## src/rtl/hbridge_pwm_driver_pkg.sv

```systemverilog
// Shared definitions for the H-bridge PWM driver: command encoding,
// channel state encoding and default timing parameters.
package hbridge_pwm_driver_pkg;

    localparam logic [1:0] CMD_COAST = 2'b00;
    localparam logic [1:0] CMD_REV   = 2'b01;
    localparam logic [1:0] CMD_FWD   = 2'b10;
    localparam logic [1:0] CMD_BRAKE = 2'b11;

    localparam int DEF_PRESC_DIV    = 10;
    localparam int DEF_DEAD_CYC     = 50000;
    localparam int DEF_RAMP_PERIODS = 4;

    typedef enum logic [1:0] {
        ST_COAST = 2'd0,
        ST_BRAKE = 2'd1,
        ST_DEAD  = 2'd2,
        ST_RUN   = 2'd3
    } ch_state_t;

endpackage

```

## src/rtl/hbridge_channel.sv

```systemverilog
// One H-bridge channel: direction FSM with dead time, duty ramp and PWM
// enable compare. All outputs come straight from registers.
module hbridge_channel
    import hbridge_pwm_driver_pkg::*;
#(
    parameter int DEAD_CYC     = DEF_DEAD_CYC,
    parameter int RAMP_PERIODS = DEF_RAMP_PERIODS
) (
    input  logic       clk1,
    input  logic       rst_n,
    input  logic [1:0] cmd,
    input  logic [7:0] duty_max,
    input  logic [7:0] pwm_cnt_nxt,
    input  logic       period_start,
    output logic [1:0] pins,
    output logic       en,
    output logic       dead
);

    localparam int DW = (DEAD_CYC > 1) ? $clog2(DEAD_CYC) : 1;
    localparam int RW = (RAMP_PERIODS > 1) ? $clog2(RAMP_PERIODS) : 1;
    localparam logic [DW-1:0] DEAD_LAST = DW'(DEAD_CYC - 1);
    localparam logic [RW-1:0] RAMP_LAST = RW'(RAMP_PERIODS - 1);

    ch_state_t     state_r, state_s;
    logic          dir_fwd_r, dir_fwd_s;
    logic [DW-1:0] dead_cnt_r, dead_cnt_s;
    logic [RW-1:0] ramp_cnt_r, ramp_cnt_s;
    logic [7:0]    duty_r, duty_s;
    logic [1:0]    pins_r, pins_s;
    logic          en_r, en_s;
    logic          dead_r, dead_s;
    logic          want_fwd_s;

    // Next-state, dead/ramp counters and output decode from the next state
    always_comb begin
        state_s    = state_r;
        dir_fwd_s  = dir_fwd_r;
        dead_cnt_s = dead_cnt_r;
        ramp_cnt_s = {RW{1'b0}};
        duty_s     = 8'd0;
        want_fwd_s = (cmd == CMD_FWD);
        pins_s     = 2'b00;
        en_s       = 1'b0;
        dead_s     = 1'b0;

        case (cmd)
            CMD_BRAKE: begin
                state_s    = ST_BRAKE;
                dead_cnt_s = {DW{1'b0}};
            end
            CMD_COAST: begin
                state_s    = ST_COAST;
                dead_cnt_s = {DW{1'b0}};
            end
            default: begin
                case (state_r)
                    ST_COAST, ST_BRAKE: begin
                        state_s    = ST_DEAD;
                        dir_fwd_s  = want_fwd_s;
                        dead_cnt_s = {DW{1'b0}};
                    end
                    ST_DEAD: begin
                        if (want_fwd_s != dir_fwd_r) begin
                            dir_fwd_s  = want_fwd_s;
                            dead_cnt_s = {DW{1'b0}};
                        end else if (dead_cnt_r == DEAD_LAST) begin
                            state_s    = ST_RUN;
                            dead_cnt_s = {DW{1'b0}};
                        end else begin
                            dead_cnt_s = dead_cnt_r + {{(DW-1){1'b0}}, 1'b1};
                        end
                    end
                    ST_RUN: begin
                        if (want_fwd_s != dir_fwd_r) begin
                            state_s    = ST_DEAD;
                            dir_fwd_s  = want_fwd_s;
                            dead_cnt_s = {DW{1'b0}};
                        end else begin
                            ramp_cnt_s = ramp_cnt_r;
                            if (period_start) begin
                                if (ramp_cnt_r == RAMP_LAST) begin
                                    ramp_cnt_s = {RW{1'b0}};
                                end else begin
                                    ramp_cnt_s = ramp_cnt_r + {{(RW-1){1'b0}}, 1'b1};
                                end
                            end else begin
                                ramp_cnt_s = ramp_cnt_r;
                            end
                            // A lowered ceiling wins over a ramp step in the same cycle
                            if (duty_r > duty_max) begin
                                duty_s = duty_max;
                            end else if (period_start && (ramp_cnt_r == RAMP_LAST) && (duty_r < duty_max)) begin
                                duty_s = duty_r + 8'd1;
                            end else begin
                                duty_s = duty_r;
                            end
                        end
                    end
                    default: begin
                        state_s = ST_COAST;
                    end
                endcase
            end
        endcase

        case (state_s)
            ST_BRAKE: begin
                pins_s = 2'b11;
                en_s   = 1'b1;
            end
            ST_DEAD: begin
                dead_s = 1'b1;
            end
            ST_RUN: begin
                pins_s = dir_fwd_s ? CMD_FWD : CMD_REV;
                en_s   = (pwm_cnt_nxt < duty_s);
            end
            default: begin
                pins_s = 2'b00;
            end
        endcase
    end

    // Channel state and registered pin outputs
    always_ff @(posedge clk1) begin
        if (!rst_n) begin
            state_r    <= ST_COAST;
            dir_fwd_r  <= 1'b0;
            dead_cnt_r <= {DW{1'b0}};
            ramp_cnt_r <= {RW{1'b0}};
            duty_r     <= 8'd0;
            pins_r     <= 2'b00;
            en_r       <= 1'b0;
            dead_r     <= 1'b0;
        end else begin
            state_r    <= state_s;
            dir_fwd_r  <= dir_fwd_s;
            dead_cnt_r <= dead_cnt_s;
            ramp_cnt_r <= ramp_cnt_s;
            duty_r     <= duty_s;
            pins_r     <= pins_s;
            en_r       <= en_s;
            dead_r     <= dead_s;
        end
    end

    assign pins = pins_r;
    assign en   = en_r;
    assign dead = dead_r;

endmodule

```

## src/rtl/hbridge_pwm_driver.sv

```systemverilog
// Dual H-bridge PWM driver: shared prescaler and 8-bit PWM counter feeding
// two independent direction/dead-time/ramp channels.
module hbridge_pwm_driver
    import hbridge_pwm_driver_pkg::*;
#(
    parameter int PRESC_DIV    = DEF_PRESC_DIV,
    parameter int DEAD_CYC     = DEF_DEAD_CYC,
    parameter int RAMP_PERIODS = DEF_RAMP_PERIODS
) (
    input  logic       clk1,
    input  logic       rst_n,
    input  logic [1:0] cmd_a,
    input  logic [1:0] cmd_b,
    input  logic [7:0] duty_max,
    output logic       out_in1,
    output logic       out_in2,
    output logic       out_in3,
    output logic       out_in4,
    output logic       ena,
    output logic       enb,
    output logic [1:0] dead_active
);

    localparam int PW = (PRESC_DIV > 1) ? $clog2(PRESC_DIV) : 1;
    localparam logic [PW-1:0] PRESC_LAST = PW'(PRESC_DIV - 1);

    logic [PW-1:0] presc_r, presc_s;
    logic [7:0]    pwm_cnt_r, pwm_cnt_s;
    logic          presc_wrap_s;
    logic          period_start_s;
    logic [1:0]    pins_a_s, pins_b_s;
    logic          en_a_s, en_b_s, dead_a_s, dead_b_s;

    // Channels compare against the counter value that will be live after the edge
    always_comb begin
        presc_wrap_s   = (presc_r == PRESC_LAST);
        period_start_s = presc_wrap_s && (pwm_cnt_r == 8'd0);
        if (presc_wrap_s) begin
            presc_s   = {PW{1'b0}};
            pwm_cnt_s = pwm_cnt_r + 8'd1;
        end else begin
            presc_s   = presc_r + {{(PW-1){1'b0}}, 1'b1};
            pwm_cnt_s = pwm_cnt_r;
        end
    end

    // Shared prescaler and PWM counter
    always_ff @(posedge clk1) begin
        if (!rst_n) begin
            presc_r   <= {PW{1'b0}};
            pwm_cnt_r <= 8'd0;
        end else begin
            presc_r   <= presc_s;
            pwm_cnt_r <= pwm_cnt_s;
        end
    end

    hbridge_channel #(
        .DEAD_CYC     (DEAD_CYC),
        .RAMP_PERIODS (RAMP_PERIODS)
    ) u_chan_a (
        .clk1         (clk1),
        .rst_n        (rst_n),
        .cmd          (cmd_a),
        .duty_max     (duty_max),
        .pwm_cnt_nxt  (pwm_cnt_s),
        .period_start (period_start_s),
        .pins         (pins_a_s),
        .en           (en_a_s),
        .dead         (dead_a_s)
    );

    hbridge_channel #(
        .DEAD_CYC     (DEAD_CYC),
        .RAMP_PERIODS (RAMP_PERIODS)
    ) u_chan_b (
        .clk1         (clk1),
        .rst_n        (rst_n),
        .cmd          (cmd_b),
        .duty_max     (duty_max),
        .pwm_cnt_nxt  (pwm_cnt_s),
        .period_start (period_start_s),
        .pins         (pins_b_s),
        .en           (en_b_s),
        .dead         (dead_b_s)
    );

    assign out_in1     = pins_a_s[1];
    assign out_in2     = pins_a_s[0];
    assign out_in3     = pins_b_s[1];
    assign out_in4     = pins_b_s[0];
    assign ena         = en_a_s;
    assign enb         = en_b_s;
    assign dead_active = {dead_b_s, dead_a_s};

endmodule

```

## config.mk

```make
export PLATFORM = sky130hd
export DESIGN_NAME = hbridge_pwm_driver
export DESIGN_NICKNAME = d
export VERILOG_FILES = /design/src/rtl/hbridge_pwm_driver_pkg.sv /design/src/rtl/hbridge_channel.sv /design/src/rtl/hbridge_pwm_driver.sv
export SDC_FILE = /design/constraint.sdc
export NUM_CORES = 1
export LEC_CHECK = 0
export CAP_MARGIN = 20
export CORE_ASPECT_RATIO = 0.6
export CORE_MARGIN = 3
export CORE_UTILIZATION = 55
export CTS_BUF_LIST = sky130_fd_sc_hd__clkbuf_4
export DETAILED_ROUTE_END_ITERATION = 16
export PLACE_DENSITY = 0.81
export SYNTH_ARGS = -nofsm -noshare
export SYNTH_HDL_FRONTEND = slang
export SYNTH_SLANG_ARGS = --single-unit
```

## constraint.sdc

```tcl
create_clock -name clk1 -period 4.2 [get_ports clk1]
set_input_delay 0.63 -clock clk1 [delete_from_list [all_inputs] [get_ports clk1]]
set_output_delay 0.63 -clock clk1 [all_outputs]
set_load 0.1 [all_outputs]
```

Word level (Yosys, flattened, before mapping):

Index checks and enable logic that the tools add are counted.
Widths: inputs -> output; s select.

* magnitude comparators: 6
* $add $sub $neg: 8
* reduce and logical (&&, ||, !) cells: 21
* multiplexer cells: 45
* bitwise operators: 3
* equal/unequal tests: 25

Operator list (count)
* $mux 16: 6
* $pmux 16 s3: 2
* $mux 8: 11
* $add 16x1->16 const B: 2
* $eq 16x16->1 const B: 2
* $lt 8x8->1: 4
* $eq 2x2->1 const B: 14
* $add 8x1->8 const B: 3
* $mux 2: 10
* $gt 8x8->1: 2
* $pmux 2 s2: 4
* $reduce_or 2->1: 7
* $pmux 2 s3: 2
* $reduce_or 5->1: 2
* $eq 2x1->1 const B: 4
* $logic_not 2->1: 4
* $logic_not 8->1: 1
* $pmux 1 s2: 4
* $mux 1: 6
* $reduce_or 3->1: 2
* $logic_and 1x1->1: 5
* $add 2x1->2 const B: 2
* $add 4x1->4 const B: 1
* $eq 4x4->1 const B: 1
* 3 further kinds: 7

* bits in registers: 78
* input port bits: 14
* output and inout bits: 8
* logic and storage cells: 126

Depth between registers and ports, before layout:

Gate-level depths: netlist of run 1.

* depth after elaboration: 11
* gate-level depth with buffers: 17
* gate-level depth less buffers: 15

Cells and area by module:

A second synthesis of run 1 with hierarchy kept.

* cells, all modules: 574
* area, all modules: 4973.5 sq um

By module, submodules not included
* hbridge_channel at u_chan_a: seq. area each 660.6 sq um, times used 1, area an instance 2194.6 sq um, cells an instance 245
* hbridge_channel at u_chan_b: seq. area each 660.6 sq um, times used 1, area an instance 2157.1 sq um, cells an instance 257
* hbridge_pwm_driver: seq. area each 240.2 sq um, times used 1, area an instance 621.8 sq um, cells an instance 72

Worst setup path after synthesis of run 1:

No wires, ideal clock.

* kind: input-to-reg
* from: input duty_max[1]
* to: register u_chan_a.en_r, in the netlist u_chan_a.en
* library setup time: 67 ps
* path slack: 740 ps
* data arrival time: 3393 ps
* buffers on the path: 1
* data required time: 4133 ps
* stages: 14
* cells stage by stage: inv_1 > ha_1 > nor2b_1 > o211ai_1 > a21oi_1 > o22ai_1 > clkbuf_1 > a211o_1 > ha_1 > a21oi_1 > nor2b_1 > a2111oi_0 > o211ai_1 > o21ai_2

* word-level cells in the longest chain between the ends: 9
* elaborated cells between the ends (all ways): 10
* those cells by class: order compare (3); mux (6); reduce/logical (1)

Ends and longest elaborated chain
* from (decl): line hbridge_pwm_driver.sv:14 `input logic [7:0] duty_max,`
* $lt 8x8->1: line hbridge_channel.sv:93 `end else if (period_start && (ramp_cnt_r == RAMP_LAST) && (duty_r < duty_max)) begin`
* $logic_and 1x1->1: line hbridge_channel.sv:93
* $mux 8: line hbridge_channel.sv:93
* $mux 8 (*): line hbridge_channel.sv:91 `if (duty_r > duty_max) begin`
* $mux 8 (*): line hbridge_channel.sv:75 `if (want_fwd_s != dir_fwd_r) begin`
* $mux 8 (*): line hbridge_channel.sv:57 `case (state_r)`
* $mux 8 (*): line hbridge_channel.sv:47 `case (cmd)`
* $lt 8x8->1 (*): line hbridge_channel.sv:117 `en_s = (pwm_cnt_nxt < duty_s);`
* $pmux 1 s2 (*): line hbridge_channel.sv:107 `case (state_s)`
* to (signal assigned): line hbridge_channel.sv:143 `en_r <= en_s;`
* to (decl): line hbridge_channel.sv:31 `logic en_r, en_s;`

Every way passes the cells marked *; elsewhere a longest branch is shown, timed or not.
A chain may end at the register's enable or synchronous reset.

Worst setup path in the final report of run 1:

Same ends and word-level chain as after synthesis.

==> out/results.txt, run 1 <==
Drt via density: 5.92
Slowest-stage cell, CP: a2111oi_1
Peak Freq: 254 MHz
Setup TNS: 0 ps
Largest net degree at the start of global routing: 24
DR vias: 4,047
Slew margin rel.: 34.8%
Final hold vios: 0
HP Start: u_chan_a.ramp_cnt_r[1]$_SDFFE_PP0N_
Worst path cell trace: clkdlybuf4s50_1, inv_1, ha_1, nor2b_1, o211ai_1, a21oi_1, buf_4, or3_4, nor2_1, xnor2_1, a211o_1, ha_1, nand3_1, nor2_1, a2111oi_1, o211ai_1, o21ai_2
Antenna Cells: 0
Final setup viols: 0
Avg Cell Area, Syn: 8.39 um2
Htree depth: 3
Clock Tree Buf Depth: 2
FF+latch count, synth: 78
Crit path capture type: register
Layout fillers: 678
Status: complete, no violations
Synthesized cell area: 4580 um2
I/O pins: 22
Max-Cap Viols: 0
Pleak: 2.04 nW
Syn Nets: 606
DRC violations left: 0
Final Wtd Congestion: 0.969
Crit path max fanout: 5
Initial Utilization: 57.4%
Post-CTS setup buffers: 0
Clock sink count: 78
Fin crit share: 93.7%
Synth area leader: dfxtp_1
Yosys warns: 0
RSZ-0062 raised after global routing: false
Nets: 631
Drt total wl: 10,900 um
Drt pass-1 iters: 8
Final ANT Viol Nets: 0
Root Driver: clkbuf_4
Synth top area cells: dfxtp_1 (34%), ha_1 (13%), nor2_1 (5.0%)
Vias in the first global route: 3,813
Remaining Overflow, GRT: 0
Clk slew on worst S/H paths: 120 ps
Clock Latency Late Sink: 440 ps
All-layer global routing usage: 24.0%
Synth top area share: 34.1%
Worst stage delay on the critical path: 490 ps
Die width: 124 um
Worst-Margin Slew: 975 ps
Most common cell after layout, fill and taps aside: dfxtp_1
Slew Viols, Final: 0
Final min period: 3940 ps
Die area: 9500 um2
CTS tree: built
Input/output buffers: 21
Share of layout cells above drive strength 1: 7.12%
Async SR Flop Fraction: 0%
First-pass GRT wire length: 18,200 um
Commonest cells after routing, fill and taps aside: dfxtp_1 (78), nor2_1 (61), ha_1 (46)
Iter 0 DRT Violations: 339
Die H: 76.7 um
Tot Pwr: 0.00139 W
Core Area: 7980 um2
# hold bufs at CTS: 0
Setup CP Type: in -> reg
VDD IR max: 0.000193 V
Post-cts sizing count: 0
R2r worst-path depth: 14
Synth cell types: 56
Worst path bufs/invs: 3
Total CTS buffers: 9
Critical Path RT: 4580 ps
Worst clock skew: 18.0 ps
Drt wl/cell: 15.9 um
Main flop type after synthesis: dfxtp_1
Area growth syn-to-layout: 11.0%
Worst setup path startpoint: duty_max[1]
WP data arrival: 4320 ps
Reg2reg start: presc_r[0]$_SDFF_PP0_
Post-DP Area: 4930 um2
Critical Path Start Type: input pin
Worst Hold Depth: 2
Post-Synthesis Cells: 546
Pwr/cell area: 273 nW/um2
CP top delay family: compound AO/OA/AOI/OAI gates
EDFF count, synth: 0
Row count: 25
Finished Cell Area: 5090 um2
Initial antenna violation count: 0
Seq/Total Area, Yosys: 34.1%
Worst path depth: 17
Hold crit path type: reg -> reg
DP HPWL: 8250 um
==> flip-flops by register name, indices dropped and copies added (netlist names) <==
| register | cells |
|---|---|
| u_chan_a.dead_cnt_r | 16 |
| u_chan_b.dead_cnt_r | 16 |
| pwm_cnt_r | 8 |
| u_chan_a.duty_r | 8 |
| u_chan_b.duty_r | 8 |
| presc_r | 4 |
| u_chan_a.pins | 2 |
| u_chan_a.ramp_cnt_r | 2 |
| u_chan_a.state_r | 2 |
| u_chan_b.pins | 2 |
| u_chan_b.ramp_cnt_r | 2 |
| u_chan_b.state_r | 2 |
| u_chan_a.dead | 1 |
| u_chan_a.dir_fwd_r | 1 |
| u_chan_a.en | 1 |
| u_chan_b.dead | 1 |
| u_chan_b.dir_fwd_r | 1 |
| u_chan_b.en | 1 |
==> Yosys cell counts (all sizes together) (2+ instances only) <==
| cell | n |
|---|---|
| dfxtp | 78 |
| nor2 | 61 |
| ha | 46 |
| nand2 | 46 |
| a21oi | 33 |
| nand3 | 28 |
| and3 | 24 |
| inv | 24 |
| xnor2 | 21 |
| xor2 | 15 |
| o21ai | 14 |
| clkbuf | 13 |
| nand4 | 13 |
| nor2b | 13 |
| and2 | 12 |
| nor3 | 12 |
| a211oi | 10 |
| a211o | 9 |
| nor4 | 7 |
| a21o | 6 |
| a31oi | 6 |
| buf | 6 |
| nor3b | 6 |
| o211ai | 5 |
| or3 | 5 |
| mux2i | 3 |
| nor4b | 3 |
| o22ai | 3 |
| a2111oi | 2 |
| a22oi | 2 |
| a311oi | 2 |
| and3b | 2 |
| nand2b | 2 |
| or3b | 2 |
| or4b | 2 |
==> worst reg2reg max path, delay by kind of cell, from the launching register on <==
family          cells  cell delay, ps
flops               1             400
fa+ha+maj           2             520
xor+xnor            1             100
compound gates      4            1080
simple gates        7            1680
==> report_power, final <==
group	leakage [nW]	internal [W]	total, W	switching (W)
sequential	0.631	0.000750	0.000756	0.00000621
combinational	1.33	0.0000458	0.000129	0.0000835
clock	0.0829	0.000242	0.000502	0.000260
==> cell families after synthesis <==
| kind of cell | after synthesis | share of synthesized area [%] |
|---|---|---|
| multiplexers | 3 | 0.655 |
| flip-flops | 78 | 34.1 |
| XOR/XNOR | 36 | 6.88 |
| AND/OR/NAND/NOR | 242 | 28.0 |
| buffers and inverters | 43 | 3.96 |
| AO/OA/AOI/OAI | 98 | 13.8 |
| adder cells (fa/ha/maj) | 46 | 12.6 |
==> worst paths after layout <==
kind	to	slack, ps
max	u_chan_a.en$_SDFF_PN0_	260
min	u_chan_a.ramp_cnt_r[1]$_SDFFE_PP0N_	480
max reg2reg	u_chan_b.en$_SDFF_PN0_	360
min reg2reg	u_chan_a.ramp_cnt_r[1]$_SDFFE_PP0N_	480
==> per-layer routing <==
layer | wire length (um) | part of all wire, % | track usage, % | up-vias
li1 | - | - | - | 2006
met1 | 5460 | 50 | 35.3 | 1862
met2 | 4310 | 40 | 32.8 | 156
met3 | 970 | 8.9 | 9.14 | 23
met4 | 135 | 1.2 | 5.41 | 0
met5 | 0 | 0 | 0 | -
==> cell type report <==
cell class	count	area [um2]	area share (%)
Timing Repair Buffer	33	300	5.90
Tap cell	108	135	2.66
Multi-Input combinational cell	425	2850	56.0
Clock inverter	6	76.3	1.50
Clock buffer	10	75.1	1.48
Sequential cell	78	1560	30.7
Inverter	24	90.1	1.77
==> through the flow <==
| step | setup slack (ps) | utilization, % | instances | hold WS [ps] |
|---|---|---|---|---|
| floorplan | 740 | - | 546 | 433 |
| global placement | 70.4 | 61.8 | 668 | 446 |
| detailed placement | -56.1 | 61.8 | 668 | 462 |
| CTS | 219 | 63.7 | 684 | 482 |
| global route | 16.6 | 63.8 | 684 | 509 |
| finish | 263 | 63.8 | 684 | 482 |
No activity file was read; power rests on OpenSTA's default activity.
==> run 2, diff against run 1 <==
Settings changed: ABC_AREA set to 0.
==> results of run 2 <==
Same layout as run 1: the final DEF is identical, and so are final timing and power.
==> run 3, diff against run 2 <==
Settings changed: REMOVE_ABC_BUFFERS set to 1.
==> run 3 against run 2 <==
  * Cell area down 1.1%
  * Global-route usage is 0.58 points lower
  * Routed wire length shrank 0.25%
  * Via count up 0.86%
  * Critical path depth up 1
  * Largest cell class unchanged
  * Largest power group unchanged
==> out/results.txt, run 3 (synthesis gave the netlist of run 1 again) <==
RSZ-0062 raised after global routing: false
Fin crit share: 94.5% (+0.77 points)
WP data arrival: 4340 ps (+20 ps)
Drt wl/cell: 15.9 um (+0.19%)
Most common cell after layout, fill and taps aside: dfxtp_1
Final hold vios: 0 (unchanged)
Worst path cell trace: clkdlybuf4s50_1, inv_1, ha_1, nor2b_1, o211ai_1, a21oi_1, buf_4, o22ai_1, buf_4, nor2_1, a21oi_1, nand2_1, ha_1, nand3_1, nor2_1, a2111oi_0, o211ai_1, o21ai_2
Share of layout cells above drive strength 1: 6.46% (-0.66 points)
VDD IR max: 0.000129 V (-33%)
Max-Cap Viols: 0 (unchanged)
Slew Viols, Final: 0 (unchanged)
Slew margin rel.: 35.0% (+0.25 points)
Slowest-stage cell, CP: a2111oi_0
# hold bufs at CTS: 0 (unchanged)
DP HPWL: 8510 um (+3.2%)
DP Worst Slack: -140 ps (-84.4 ps)
Clock sink count: 78 (unchanged)
Busiest layer in global routing: met1
Total CTS buffers: 9 (unchanged)
Critical Path RT: 4570 ps (about the same)
CTS tree: built
First-pass GRT wire length: 17,700 um (-2.6%)
Met3 GRT Util: 9.36% (+0.22 points)
FF/Latch Area: 1560 um2 (unchanged)
Hold EP: u_chan_a.ramp_cnt_r[1]$_SDFFE_PP0N_
Peak Freq: 252 MHz (-0.82%)
Worst clock skew: 10.6 ps (-7.37 ps)
Final setup viols: 0 (unchanged)
Crit path capture type: register
Clock Latency Late Sink: 420 ps (-20 ps)
Final Wtd Congestion: 0.894 (-7.8%)
Nets: 628 (-0.48%)
Drt total wl: 10,800 um (-0.25%)
Die H: 76.7 um (unchanged)
Post-CTS setup buffers: 0 (unchanged)
Largest net degree at the start of global routing: 22 (-8.3%)
Htree depth: 3 (unchanged)
R2r setup slk: 360 ps (about the same)
Die width: 124 um (unchanged)
Tot Pwr: 0.00131 W (-5.2%)
Pleak: 2.02 nW (-1.1%)
Initial Utilization: 57.4% (unchanged)
Clock Tree Buf Depth: 2 (unchanged)
Final min period: 3970 ps (+32.5 ps)
Iter 0 DRT Violations: 358 (+5.6%)
Status: complete, no violations
Layout fillers: 694 (+2.4%)
Worst stage delay on the critical path: 500 ps (about the same)
Worst-Margin Slew: 972 ps (-3.80 ps)
Multi-input gate area: 2840 um2 (-0.31%)
Drt via density: 5.99 (+1.3%)
Crit path max fanout: 6 (+1)
Vias in the first global route: 3,750 (-1.7%)
HP Start: u_chan_a.ramp_cnt_r[1]$_SDFFE_PP0N_
R2r worst-path depth: 14 (unchanged)
Post-cts sizing count: 0 (unchanged)
Remaining Overflow, GRT: 0 (unchanged)
I/O pins: 22 (unchanged)
Met2 Resource Use GR: 31.9% (-0.97 points)
Final ANT Viol Nets: 0 (unchanged)
Area growth syn-to-layout: 9.80%
Pwr/cell area: 261 nW/um2 (-4.2%)
Reg2reg start: presc_r[0]$_SDFF_PP0_
Setup ws final: 231 ps (-32.5 ps)
Input/output buffers: 21 (unchanged)
Drt pass-1 iters: 5 (-3)
Worst Hold Depth: 2 (unchanged)
All-layer global routing usage: 23.4% (-0.58 points)
Hold crit path type: reg -> reg
Commonest cells after routing, fill and taps aside: dfxtp_1 (78), nor2_1 (61), ha_1 (46)
DR vias: 4,082 (+0.86%)
Die area: 9500 um2 (unchanged)
Clk slew on worst S/H paths: 120 ps (about the same)
DRC violations left: 0 (unchanged)
Critical Path Start Type: input pin
Met1 GRT Util: 34.3% (-0.96 points)
Core Area: 7980 um2 (unchanged)
Setup CP Type: in -> reg
Antenna Cells: 0 (unchanged)
Worst r2r dst: u_chan_a.en$_SDFF_PN0_
Root Driver: clkbuf_4
Top Registers: u_chan_a.dead_cnt_r (16), u_chan_b.dead_cnt_r (16)
Initial antenna violation count: 0 (unchanged)
Row count: 25 (unchanged)
run 3: cell types whose count changed in the layout (fill, tap and decap cells not counted), sizes merged:
cell	change
buf	-3
bufinv	-1
clkinv	+1
run 3: area by class of cell:
cell class,count,share of cell area [%]
multi-input combinational,425,56.4
sequential,78,31.0
timing repair buffer,30,5.52
tap,108,2.69
inverter,24,1.79
clock buffer,10,1.49
clock inverter,6,1.04
run 3: through the flow:
| step | util [%] | instance area, um2 | std cells | hold slack, ps | TNS [ps] |
|---|---|---|---|---|---|
| floorplan | - | 4490 | 527 | 433 | 0 |
| global placement | 61.5 | 4900 | 665 | 445 | 0 |
| detailed placement | 61.5 | 4900 | 665 | 458 | -140 |
| CTS | 63.1 | 5030 | 681 | 473 | 0 |
| global route | 63.1 | 5030 | 681 | 497 | 0 |
| finish | 63.1 | 5030 | 681 | 474 | 0 |
run 3: worst max path at each step:
| stage | endpoint | cells past startpoint | slack (ps) | startpoint |
|---|---|---|---|---|
| 2_1_floorplan | u_chan_b.en$_SDFF_PN0_ | 14 | 410 | duty_max[1] |
| 4_1_cts | u_chan_a.en$_SDFF_PN0_ | 17 | 320 | duty_max[1] |
| 6_report | u_chan_a.en$_SDFF_PN0_ | 18 | 230 | duty_max[1] |
| 3_5_place_dp | u_chan_a.en$_SDFF_PN0_ | 17 | -140 | duty_max[1] |
| 5_1_grt | u_chan_a.en$_SDFF_PN0_ | 18 | 20 | duty_max[1] |
| 3_3_place_gp | u_chan_a.en$_SDFF_PN0_ | 18 | 80 | duty_max[1] |
run 3: layer usage:
metal  up-vias  wire length [um]
met4         0                82
met5         -                 0
met1      1940              5380
li1       2002                 -
met2       129              4430
met3        11               961
run 3: critical path, delay by kind of cell:
kind	cells	cell delay, ps
buffers and inverters	4	940
adders and majority gates	2	630
and+or+nand+nor	5	460
AOI/OAI and AO/OA	7	1680
run 3: where the power goes:
part           total [W]  leakage [nW]  switching [W]  internal [W]
registers       0.000756         0.631     0.00000600      0.000750
logic           0.000127          1.31      0.0000826     0.0000445
clock network   0.000432        0.0750       0.000250      0.000182
